==> src/rtl/ahb_apb_pkg.sv <==
// Shared types and constants for the AHB-Lite to APB bridge.
// Holds FSM state encoding, HTRANS codes, peripheral map and HRESP.
package ahb_apb_pkg;

  typedef enum logic [1:0] {
    IDLE,
    WWAIT,
    SETUP,
    ACCESS
  } state_t;

  localparam logic [1:0] HTRANS_IDLE   = 2'b00;
  localparam logic [1:0] HTRANS_BUSY   = 2'b01;
  localparam logic [1:0] HTRANS_NONSEQ = 2'b10;
  localparam logic [1:0] HTRANS_SEQ    = 2'b11;

  localparam logic [31:0] P0_BASE  = 32'h8000_0000;
  localparam logic [31:0] P0_LIMIT = 32'h83FF_FFFF;
  localparam logic [31:0] P1_BASE  = 32'h8400_0000;
  localparam logic [31:0] P1_LIMIT = 32'h87FF_FFFF;
  localparam logic [31:0] P2_BASE  = 32'h8800_0000;
  localparam logic [31:0] P2_LIMIT = 32'h8BFF_FFFF;

  localparam logic [1:0] HRESP_OKAY = 2'b00;

  function automatic logic in_range(
    input logic [31:0] a,
    input logic [31:0] base,
    input logic [31:0] limit
  );
    return (a >= base) && (a <= limit);
  endfunction

endpackage

==> src/rtl/ahb2apb_decode.sv <==
// Address decoder: Haddr -> addr_hit and one-hot peripheral select.
// Ports: Haddr in; addr_hit, sel out (sel=000 when no hit).
module ahb2apb_decode
  import ahb_apb_pkg::*;
#(
  parameter int ADDR_W = 32
) (
  input  logic [ADDR_W-1:0] Haddr,
  output logic              addr_hit,
  output logic [2:0]        sel
);

  logic [31:0] a;
  assign a = 32'(Haddr);

  always_comb begin
    sel = 3'b000;
    unique case (1'b1)
      in_range(a, P0_BASE, P0_LIMIT): sel = 3'b001;
      in_range(a, P1_BASE, P1_LIMIT): sel = 3'b010;
      in_range(a, P2_BASE, P2_LIMIT): sel = 3'b100;
      default:                        sel = 3'b000;
    endcase
  end

  assign addr_hit = |sel;

endmodule

==> src/rtl/ahb2apb_bridge.sv <==
// AHB-Lite slave to APB master bridge; one SETUP+ACCESS per AHB beat.
// Ports: AHB H* slave side, APB P* master side, Hclk/Hresetn.
module ahb2apb_bridge
  import ahb_apb_pkg::*;
#(
  parameter int ADDR_W = 32,
  parameter int DATA_W = 32
) (
  input  logic              Hclk,
  input  logic              Hresetn,
  input  logic              Hwrite,
  input  logic              Hreadyin,
  input  logic [1:0]        Htrans,
  input  logic [2:0]        Hsize,
  input  logic [2:0]        Hburst,
  input  logic [DATA_W-1:0] Hwdata,
  input  logic [ADDR_W-1:0] Haddr,
  output logic [DATA_W-1:0] Hrdata,
  output logic [1:0]        Hresp,
  output logic              Hreadyout,
  input  logic [DATA_W-1:0] Prdata,
  output logic [DATA_W-1:0] Pwdata,
  output logic [ADDR_W-1:0] Paddr,
  output logic [2:0]        Pselx,
  output logic              Pwrite,
  output logic              Penable
);

  state_t      state, state_nxt;
  logic        addr_hit, valid;
  logic        accept, cap_wdata;
  logic [2:0]  dec_sel, sel_q;

  // Size/burst/seq-vs-nonseq do not affect a word-per-beat bridge.
  logic unused_in;
  assign unused_in = ^{Hsize, Hburst, Htrans[0]};

  ahb2apb_decode #(.ADDR_W(ADDR_W)) u_dec (
    .Haddr    (Haddr),
    .addr_hit (addr_hit),
    .sel      (dec_sel)
  );

  assign valid = Hreadyin & Htrans[1] & addr_hit;

  always_ff @(posedge Hclk or negedge Hresetn) begin
    if (!Hresetn) begin
      state  <= IDLE;
      Paddr  <= '0;
      Pwrite <= 1'b0;
      Pwdata <= '0;
      sel_q  <= 3'b000;
    end else begin
      state <= state_nxt;
      if (accept) begin
        Paddr  <= Haddr;
        Pwrite <= Hwrite;
        sel_q  <= dec_sel;
      end
      if (cap_wdata) Pwdata <= Hwdata;
    end
  end

  // Accepting in ACCESS chains beats with no idle APB cycle.
  always_comb begin
    state_nxt = state;
    accept    = 1'b0;
    cap_wdata = 1'b0;
    unique case (state)
      IDLE, ACCESS: begin
        if (valid) begin
          accept    = 1'b1;
          state_nxt = Hwrite ? WWAIT : SETUP;
        end else begin
          state_nxt = IDLE;
        end
      end
      WWAIT: begin
        cap_wdata = 1'b1;
        state_nxt = SETUP;
      end
      SETUP:   state_nxt = ACCESS;
      default: state_nxt = IDLE;
    endcase
  end

  assign Penable   = (state == ACCESS);
  assign Pselx     = (state == SETUP || state == ACCESS) ? sel_q : 3'b000;
  assign Hreadyout = (state == IDLE || state == ACCESS);
  assign Hrdata    = (state == ACCESS && !Pwrite) ? Prdata : '0;
  assign Hresp     = HRESP_OKAY;

endmodule

==> config.mk <==
export PLATFORM = sky130hd
export DESIGN_NAME = ahb2apb_bridge
export DESIGN_NICKNAME = d
export VERILOG_FILES = /design/src/rtl/ahb_apb_pkg.sv /design/src/rtl/ahb2apb_decode.sv /design/src/rtl/ahb2apb_bridge.sv
export SDC_FILE = /design/constraint.sdc
export NUM_CORES = 1
export LEC_CHECK = 0
export BUFFER_PORTS_ARGS = -buffer_cell sky130_fd_sc_hd__buf_2
export CORE_MARGIN = 2
export CORE_UTILIZATION = 41
export CTS_BUF_LIST = sky130_fd_sc_hd__clkbuf_4 sky130_fd_sc_hd__clkbuf_8 sky130_fd_sc_hd__clkbuf_16
export DETAILED_ROUTE_END_ITERATION = 8
export PLACE_DENSITY = 0.8
export RECOVER_POWER = 100
export SLEW_MARGIN = 20
export SYNTH_ARGS = -nofsm -noshare
export SYNTH_HDL_FRONTEND = slang
export SYNTH_HIERARCHICAL = 1
export SYNTH_SLANG_ARGS = --single-unit
==> constraint.sdc <==
create_clock -name Hclk -period 1.7 [get_ports Hclk]
set_input_delay 0.34 -clock Hclk [delete_from_list [all_inputs] [get_ports Hclk]]
set_output_delay 0.34 -clock Hclk [all_outputs]
set_load 0.005 [all_outputs]
==> run_results.csv <==
group,metric,value,unit
synth,synth_cell_types,22,
sta,finalClockSkew,0.007693,ns
sta,setup_viol_count_final,72,
place,port_buffers,202,
cells_and_area,drive_above_1_share,66.36,%
drt,vias,2352,
floorplanning,initial_core_util,42.42,%
clock_tree,cts_tree,"done",
drt,routed_via_density,4.463,
clock_tree,cts-root-buf,"clkbuf_8",
drt,drt_first_pass_iters,4,
place,place_inst,507,
worst_setup_path,required,1.91,ns
sta,tightest_slew,0.9318,ns
synth,syn_inst,204,
floorplanning,rows,31,
synth,syn-cell-area,0.003077,mm^2
clock_tree,cts_buffers,9,
floorplanning,fp.dieH,90.63,um
place,dp_slack,-0.2457,ns
floorplanning,die_x,90.63,um
cells_and_area,layout.nets,534,
drt,drtIter0Drc,47,
cells_and_area,fin_cells,527,
cells_and_area,utilization,63.19,%
worst_setup_path,cp_max_fo,20,
synth,ys_seq_area_share,56.93,%
sta,hold_viol,0,
run_status,outcome,"finished with violations",
grt,track_usage,18.05,%
worst_hold_path,min_path_type,"primary input to flip-flop",
sta,period_share,104.2,%
flow_run,max_cap_violations,0,
sta,fmax,0.5644,GHz
cells_and_area,area_growth,48.96,%
grt,grt_overflow_total,0,
grt,grt_pass1_wl,11930,um
sta,fin_setup_tns,-3.353,ns
synth,avgSynthCellArea,15.08,um^2
sta,slew_headroom,37.88,%
cells_and_area,n_fill_cell,590,
worst_setup_path,critPathKind,"primary input to flip-flop",
worst_setup_path,cp-end-kind,"flip-flop",
floorplanning,core-area,0.007253,mm^2
grt,first_global_vias,2432,
pwr,p_total,0.006436,W
drt,antenna_left,0,
clock_tree,clk_path_buf_depth,2,
worst_setup_path,startpoint_type,"primary input",
cells_and_area,diodes,0,
run_status,violations,"setup timing",
sta,layout_min_cycle_time,1.772,ns
floorplanning,die_area,0.008213,mm^2
clock_tree,cts.sinks,70,
grt,antenna_found_initial,0,
clock_tree,ctsHtreeMaxLevel,3,
drt,wl,7545,um
grt,grt_max_degree,71,
floorplanning,ios,212,
clock_tree,clock_latency,0.32,ns
pwr,peakVddDrop,0.0006039,V
place,post-dp-hpwl,5493,um
pwr,power_density,1404,mW/mm^2
clock_tree,cts.hold.buffers_added,0,
drt,wire_per_inst,14.32,um
worst_setup_path,arrival,1.98,ns
synth,synth_warnings,6,
pwr,leakage,2.493,nW
drt,drc,0,
place,gp_congestion,0.8209,
sta,fin_ws,-0.07175,ns
clock_tree,path_clk_slew,0.08,ns
synth,ys_ff_latch,70,
sta,rsz0062_at_grt,"true",
sta,slew_violations,0,
report_power, final:
part | internal [W] | switching, W
registers | 0.00230 | 0.000335
clock network | 0.000854 | 0.000645
logic | 0.00142 | 0.000888
total | 0.00457 | 0.00187
worst paths after layout:
check,cells after the start,from,end,slack [ns]
hold reg to reg,1,Pwdata[20],Pwdata[20],0.49
hold / removal,2,Hwdata[21],Pwdata[21],0.23
setup reg to reg,5,state[1],Paddr[6],0.07
min in group asynchronous,2,Hresetn,Paddr[0],0.25
max in group asynchronous,2,Hresetn,Pwdata[25],0.84
setup / recovery,6,Haddr[30],Paddr[6],-0.07
worst max-delay path, cell delays in order:
cell	delay [ns]
buf_2	0.11
or4b_4	0.54
a21oi_1	0.30
nand4_4	0.17
buf_12	0.21
mux2_4	0.30
stage by stage:
| stage | area [um^2] | hold slack (ns) |
|---|---|---|
| final | 4583 | 0.2296 |
| after global routing | 4583 | 0.2148 |
| after CTS | 4603 | 0.02636 |
| after detailed placement | 4285 | 0.3985 |
| after global placement | 4283 | 0.3802 |
| after floorplan | 3095 | 0.04441 |
area by class of cell:
class | count | area [um^2] | area share (%)
Timing Repair Buffer | 216 | 1134 | 24.73
Inverter | 4 | 17.52 | 0.3822
Sequential cell | 70 | 1752 | 38.22
Tap cell | 99 | 123.9 | 2.703
Clock inverter | 6 | 93.84 | 2.048
Clock buffer | 10 | 131.4 | 2.867
Multi-Input combinational cell | 122 | 1331 | 29.05
routing by layer:
layer	part of all wire [%]	global-route usage (%)
met5	0	0
met4	1.0	6.538
met3	7.3	3.923
met2	48	28.54
met1	43	24.55
synthesized netlist by cell type:
master	instances	area share, %
nor2b_1	4	0.81
nor3b_2	2	0.81
nand4_4	1	0.69
o21ai_0	1	0.16
buf_6	3	1.1
mux2_2	37	14
mux2_1	2	0.73
a21oi_1	1	0.16
buf_4	2	0.49
nor3_1	1	0.16
o22ai_1	1	0.20
clkbuf_1	4	0.49
buf_2	3	0.49
nor2_1	1	0.12
or4b_4	1	0.45
dfrtp_1	70	57
mux2_4	29	14
nand3_1	1	0.16
inv_1	4	0.49
conb_1	1	0.12
ha_1	3	1.2
and2_1	32	6.5
timing repair:
item                       CTS  global route
setup endpoints to repair   36            36
cloned                       3             0
gates resized for setup     12            12
buffers inserted             1             0
pin swaps                   13            16
flip-flops by register name (all words and copies together), names as in the netlist:
register,cells
Paddr,32
Pwdata,32
state,2
Pwrite,1
sel_q,3
placed cells by master (no fill, tap or decap), types with 3 or more instances in the layout:
master    Yosys  routed
mux2_4       29      29
and2_1       32      26
clkbuf_8      0       9
and2_4        0       6
buf_6         3       8
dfrtp_1      70      70
buf_4         2      10
clkbuf_1      4      32
mux2_2       37      37
buf_2         3     164
nor2b_1       4       3
inv_1         4       3
nor2b_4       0       4
kinds of logic after synthesis:
group                    Yosys count  share of synthesized area [%]
flip-flops                        70                          56.93
other                              1                         0.1219
buffers and inverters             16                          3.049
adder cells (fa/ha/maj)            3                          1.220
multiplexers                      68                          28.43
AO/OA/AOI/OAI                      3                         0.5285
AND/OR/NAND/NOR                   43                          9.719
No activity file was read; power rests on OpenSTA's default activity.
